File: src/rtl/ram_arb_pkg.sv
// Shared types and constants for the two-requester RAM arbiter.
package ram_arb_pkg;

  localparam int NUM_REQ = 2;

  typedef enum logic [1:0] {
    IDLE  = 2'd0,
    ISSUE = 2'd1,
    RESP  = 2'd2
  } state_t;

  function automatic logic [NUM_REQ-1:0] onehot(input logic idx);
    logic [NUM_REQ-1:0] v;
    v      = '0;
    v[idx] = 1'b1;
    return v;
  endfunction

endpackage

File: src/rtl/ram_arbiter_if.sv
// Requester-side and RAM-side bus of the arbiter; slave = arbiter, master = environment.
interface ram_arbiter_if
  import ram_arb_pkg::*;
#(
  parameter int ADDR_WIDTH = 4,
  parameter int DATA_WIDTH = 32
) ();

  logic [NUM_REQ-1:0]            req;
  logic [NUM_REQ-1:0]            we;
  logic [NUM_REQ*ADDR_WIDTH-1:0] addr;
  logic [NUM_REQ*DATA_WIDTH-1:0] wdata;
  logic [NUM_REQ-1:0]            gnt;
  logic [DATA_WIDTH-1:0]         rdata;
  logic [NUM_REQ-1:0]            rvalid;
  logic                          ram_en;
  logic [ADDR_WIDTH-1:0]         ram_addr;
  logic [DATA_WIDTH-1:0]         ram_wdata;
  logic [DATA_WIDTH-1:0]         ram_rdata;
  logic                          ram_valid;
  logic                          err;

  modport slave (
    input  req, we, addr, wdata, ram_rdata, ram_valid,
    output gnt, rdata, rvalid, ram_en, ram_addr, ram_wdata, err
  );

  modport master (
    output req, we, addr, wdata, ram_rdata, ram_valid,
    input  gnt, rdata, rvalid, ram_en, ram_addr, ram_wdata, err
  );

endinterface

File: src/rtl/ram_arbiter_rr.sv
// Two-way round-robin choice; last_reg remembers who was granted most recently.
module rr_arbiter2
  import ram_arb_pkg::*;
(
  input  logic               clk,
  input  logic               rstn,
  input  logic [NUM_REQ-1:0] req,
  input  logic               update,
  input  logic               grant_idx,
  output logic               winner
);

  logic last_reg;

  // Reset to requester 1 so requester 0 wins the first tie.
  always_ff @(posedge clk or negedge rstn) begin
    if (!rstn) begin
      last_reg <= 1'b1;
    end else if (update) begin
      last_reg <= grant_idx;
    end
  end

  always_comb begin
    winner = 1'b0;
    if (req == 2'b10) begin
      winner = 1'b1;
    end else if (req == 2'b11) begin
      winner = ~last_reg;
    end
  end

endmodule

File: src/rtl/ram_arbiter.sv
// Serialises two requesters onto one single-port RAM, one operation in flight.
module ram_arbiter
  import ram_arb_pkg::*;
#(
  parameter int ADDR_WIDTH = 4,
  parameter int DATA_WIDTH = 32
) (
  input  logic          clk,
  input  logic          rstn,
  ram_arbiter_if.slave  bus
);

  state_t                state_reg, state_next;
  logic                  win_reg;
  logic                  we_reg;
  logic [ADDR_WIDTH-1:0] addr_reg;
  logic [DATA_WIDTH-1:0] wdata_reg;
  logic [DATA_WIDTH-1:0] rdata_reg;
  logic [NUM_REQ-1:0]    rvalid_reg;
  logic                  err_reg;

  logic                  winner;
  logic                  arb_update;
  logic [NUM_REQ-1:0]    gnt_dec;
  logic                  ram_en_dec;

  logic [ADDR_WIDTH-1:0] addr_arr  [NUM_REQ];
  logic [DATA_WIDTH-1:0] wdata_arr [NUM_REQ];

  for (genvar gi = 0; gi < NUM_REQ; gi++) begin : g_unpack
    assign addr_arr[gi]  = bus.addr[gi*ADDR_WIDTH +: ADDR_WIDTH];
    assign wdata_arr[gi] = bus.wdata[gi*DATA_WIDTH +: DATA_WIDTH];
  end

  rr_arbiter2 u_rr (
    .clk       (clk),
    .rstn      (rstn),
    .req       (bus.req),
    .update    (arb_update),
    .grant_idx (win_reg),
    .winner    (winner)
  );

  always_ff @(posedge clk or negedge rstn) begin
    if (!rstn) begin
      state_reg <= IDLE;
    end else begin
      state_reg <= state_next;
    end
  end

  // Outputs decode from state and latched fields only, never from live requests.
  always_comb begin
    state_next = state_reg;
    gnt_dec    = '0;
    ram_en_dec = 1'b0;
    arb_update = 1'b0;
    unique case (state_reg)
      IDLE: begin
        if (|bus.req) begin
          state_next = ISSUE;
        end
      end
      ISSUE: begin
        gnt_dec    = onehot(win_reg);
        ram_en_dec = we_reg;
        arb_update = 1'b1;
        state_next = we_reg ? IDLE : RESP;
      end
      RESP: begin
        state_next = IDLE;
      end
      default: begin
        state_next = IDLE;
      end
    endcase
  end

  always_ff @(posedge clk or negedge rstn) begin
    if (!rstn) begin
      win_reg    <= 1'b0;
      we_reg     <= 1'b0;
      addr_reg   <= '0;
      wdata_reg  <= '0;
      rdata_reg  <= '0;
      rvalid_reg <= '0;
      err_reg    <= 1'b0;
    end else begin
      rvalid_reg <= '0;
      if (state_reg == IDLE && (|bus.req)) begin
        win_reg   <= winner;
        we_reg    <= bus.we[winner];
        addr_reg  <= addr_arr[winner];
        wdata_reg <= wdata_arr[winner];
      end
      // A missing ram_valid is flagged but the captured word is still delivered.
      if (state_reg == RESP) begin
        rdata_reg  <= bus.ram_rdata;
        rvalid_reg <= onehot(win_reg);
        if (!bus.ram_valid) begin
          err_reg <= 1'b1;
        end
      end
    end
  end

  assign bus.gnt       = gnt_dec;
  assign bus.ram_en    = ram_en_dec;
  assign bus.ram_addr  = addr_reg;
  assign bus.ram_wdata = wdata_reg;
  assign bus.rdata     = rdata_reg;
  assign bus.rvalid    = rvalid_reg;
  assign bus.err       = err_reg;

endmodule

File: src/flat_wrapper.sv
// flat-port wrapper written by rule: the top's interface ports become plain ports
module ram_arbiter_flat import ram_arb_pkg::*;
#(
  parameter int ADDR_WIDTH = 4,
  parameter int DATA_WIDTH = 32
)
  (clk, rstn, bus_req, bus_we, bus_addr, bus_wdata, bus_ram_rdata, bus_ram_valid, bus_gnt, bus_rdata, bus_rvalid, bus_ram_en, bus_ram_addr, bus_ram_wdata, bus_err);
  ram_arbiter_if #(.ADDR_WIDTH(ADDR_WIDTH), .DATA_WIDTH(DATA_WIDTH)) bus_i ();
  input  logic clk;
  input  logic rstn;
  input wire logic [$bits(bus_i.req)-1:0] bus_req;
  input wire logic [$bits(bus_i.we)-1:0] bus_we;
  input wire logic [$bits(bus_i.addr)-1:0] bus_addr;
  input wire logic [$bits(bus_i.wdata)-1:0] bus_wdata;
  input wire logic [$bits(bus_i.ram_rdata)-1:0] bus_ram_rdata;
  input wire logic [$bits(bus_i.ram_valid)-1:0] bus_ram_valid;
  output wire logic [$bits(bus_i.gnt)-1:0] bus_gnt;
  output wire logic [$bits(bus_i.rdata)-1:0] bus_rdata;
  output wire logic [$bits(bus_i.rvalid)-1:0] bus_rvalid;
  output wire logic [$bits(bus_i.ram_en)-1:0] bus_ram_en;
  output wire logic [$bits(bus_i.ram_addr)-1:0] bus_ram_addr;
  output wire logic [$bits(bus_i.ram_wdata)-1:0] bus_ram_wdata;
  output wire logic [$bits(bus_i.err)-1:0] bus_err;
  assign bus_i.req = bus_req;
  assign bus_i.we = bus_we;
  assign bus_i.addr = bus_addr;
  assign bus_i.wdata = bus_wdata;
  assign bus_i.ram_rdata = bus_ram_rdata;
  assign bus_i.ram_valid = bus_ram_valid;
  assign bus_gnt = bus_i.gnt;
  assign bus_rdata = bus_i.rdata;
  assign bus_rvalid = bus_i.rvalid;
  assign bus_ram_en = bus_i.ram_en;
  assign bus_ram_addr = bus_i.ram_addr;
  assign bus_ram_wdata = bus_i.ram_wdata;
  assign bus_err = bus_i.err;
  ram_arbiter #(.ADDR_WIDTH(ADDR_WIDTH), .DATA_WIDTH(DATA_WIDTH)) u_core (.clk(clk), .rstn(rstn), .bus(bus_i));
endmodule
File: config.mk
export PLATFORM = sky130hd
export DESIGN_NAME = ram_arbiter_flat
export DESIGN_NICKNAME = d
export VERILOG_FILES = /design/src/rtl/ram_arb_pkg.sv /design/src/rtl/ram_arbiter_if.sv /design/src/rtl/ram_arbiter_rr.sv /design/src/rtl/ram_arbiter.sv /design/src/flat_wrapper.sv
export SDC_FILE = /design/constraint.sdc
export NUM_CORES = 1
export LEC_CHECK = 0
export ABC_AREA = 0
export CAP_MARGIN = 20
export CORE_MARGIN = 4
export CORE_UTILIZATION = 35
export DETAILED_ROUTE_END_ITERATION = 10
export PLACE_DENSITY = 0.74
export SLEW_MARGIN = 0
export SYNTH_ARGS = -nofsm -noshare
export SYNTH_HDL_FRONTEND = slang
export SYNTH_SLANG_ARGS = --single-unit
File: constraint.sdc
create_clock -name clk -period 1.6 [get_ports clk]
set_input_delay 0.32 -clock clk [delete_from_list [all_inputs] [get_ports clk]]
set_output_delay 0.32 -clock clk [all_outputs]
set_load 0.05 [all_outputs]
==> impl_metrics.tcl <==
set metrics [dict create \
    period_minus_slack_ns 1.67 \
    slew_headroom_pct 77.1 \
    coreArea_um2 9370 \
    max_clock_freq_ghz 0.599 \
    syn_inst 210 \
    synth_fp_nets 321 \
    violations "setup timing" \
    grt_pass1_vias 2674 \
    synthTopCellsByCount "75 x dfrtp_1, 64 x mux2_2, 40 x mux2_4" \
    synth.top_cell.area_share_pct 55.0 \
    yosysUniqueCellTypes 16 \
    drt_first_pass_iters 3 \
    final-hold-violation-count 0 \
    overflow 0 \
    clk_pin_slew_ns 0.08 \
    area_growth_pct 72.5 \
    post-route-period-util_pct 104 \
    startpoint_type "flop" \
    report.final.setup_viol 34 \
    via_per_inst 4.58 \
    synthFlopType "dfrtp_1" \
    worst_skew_pair.late_latency_ns 0.35 \
    wl_um 9630 \
    num-fill-cells 751 \
    totalPowerFinal_mw 13.7 \
    die_y_um 107 \
    p_leak_nw 2.74 \
    ys_top_cells_by_area "dfrtp_1 55%, mux2_2 21%, mux2_4 18%" \
    gp_congestion 0.710 \
    clock_path_buffers 2 \
    ys_seq_area_share_pct 55.8 \
    rsz0062_at_grt "yes" \
    arrival_ns 1.90 \
    initialDrtViolationCount 71 \
    rows 35 \
    status "finished, violations left" \
    yosysWarnings 0 \
    tns_ns -1.56 \
    port_buffers 184 \
    antenna_left 0 \
    grt_max_degree 54 \
    drc_errors 0 \
    antenna_found_initial 0 \
    synth_edf_count 0 \
    regArea_um2 1900 \
    synth.most_common_cell "dfrtp_1" \
    place_hpwl_um 6760 \
    cts-htree-levels 3 \
    die_w_um 107 \
    grtUsageTotal_pct 16.3 \
    final_area_um2 5880 \
    syn_area_um2 3410 \
    syn_area_per_cell_um2 16.2 \
    ys_async_sr_fraction_pct 100 \
    die_area_um2 11400 \
    cts.sinks 76 \
    cts_tree "done" \
    antenna_cells 0 \
    ys_ff_latch 76 \
    cts_made_buffers 9 \
    initial_core_util_pct 36.4 \
    cap_violations 0 \
    cp_max_fo 5 \
    grt_first_pass_wirelength_um 14400 \
    clockRootBuffer "clkbuf_8" \
    worst_slack_ns -0.0693 \
    peakVddDrop_uv 1330 \
    required_ns 1.83 \
    p_per_area_nw_per_um2 2330 \
    cp-end-kind "flop" \
    crit_type "reg2reg" \
    dr_total_vias 2500 \
    drive_gt1_share_pct 52.5 \
    worst_pin_slew_ns 0.344 \
    multi_input_area_um2 1560 \
    skew_ns 0.00837 \
    ios 185 \
    nets 523 \
    post-route-util_pct 62.8 \
    synth_area_leader_cell "dfrtp_1" \
    hold_class "in2async" \
    drv_slew 0 \
    place_area_um2 5310 \
    wl_per_cell_um 17.6 \
]
[critical path: stages, from the launching register on]
cell,delay (ns)
dfstp_2,0.56
a21bo_4,0.17
buf_6,0.13
clkbuf_16,0.15
mux2_4,0.30
mux2_2,0.26
[path summary, 6_finish.rpt]
| check | start | to | slack [ns] | cells past startpoint |
|---|---|---|---|---|
| min | rstn | u_core.bus.ram_wdata[12] | 0.43 | 2 |
| min reg2reg | u_core.we_reg | u_core.state_reg[1] | 0.43 | 1 |
| min in group clk | u_core.we_reg | u_core.state_reg[1] | 0.43 | 1 |
| max in group asynchronous | rstn | u_core.bus.rdata[28] | 0.57 | 3 |
| max | u_core.u_rr.last_reg | u_core.bus.ram_wdata[28] | -0.07 | 5 |
| max reg2reg | u_core.u_rr.last_reg | u_core.bus.ram_wdata[28] | -0.07 | 5 |
[power by group]
| group | internal, mW | switching, mW |
|---|---|---|
| sequential | 2.92 | 0.566 |
| combinational | 3.48 | 4.94 |
| clock | 1.09 | 0.724 |
[repair_timing]
| action | 4_1_cts | 5_1_grt |
|---|---|---|
| setup buffers | 6 | 3 |
| gates resized for setup | 19 | 24 |
| cloned | 2 | 1 |
| setup endpoints to repair | 39 | 36 |
| endpoints found under the hold margin | 22 | 0 |
| pin swaps | 1 | 1 |
| hold buffers | 1 | 0 |
[kinds of logic after synthesis]
logic type | Yosys count | share of synthesized area, %
mux | 107 | 39.6
flops | 76 | 55.8
buf+inv | 14 | 2.57
simple gates | 10 | 1.28
compound gates | 3 | 0.734
[metal layers]
layer  GRT usage (%)  up-vias  wire (um)
met2            27.2      106       4800
met4            4.66        0        102
li1                -     1146          -
met1            19.7     1236       3900
met3            6.08       12        823
met5               0        -          0
[layout make-up]
cell class / instances / area share [%]
Tap cell: 129 / 2.74
Multi-Input combinational cell: 120 / 26.6
Timing Repair Buffer: 203 / 34.0
Inverter: 2 / 0.128
Clock buffer: 11 / 2.40
Clock inverter: 5 / 1.83
Sequential cell: 76 / 32.3
[layout by cell type (no fill, tap or decap), types with 2 or more instances in the layout]
cell / count
mux2_2: 37
nor2_1: 4
buf_12: 11
clkbuf_8: 10
inv_1: 2
dfrtp_1: 75
nor2_4: 3
clkdlybuf4s50_1: 108
buf_6: 2
buf_16: 2
mux2_4: 67
bufinv_16: 3
mux2i_1: 3
buf_4: 77
[through the flow]
stage | cells | setup slack [ns] | hold WS, ns
floorplan | 210 | -0.00257 | 0.0244
global placement | 517 | -0.325 | 0.245
detailed placement | 517 | -0.341 | 0.253
CTS | 542 | -0.0525 | 0.431
global route | 546 | -0.120 | 0.443
finish | 546 | -0.0693 | 0.426
(Power assumes the default switching activity.)
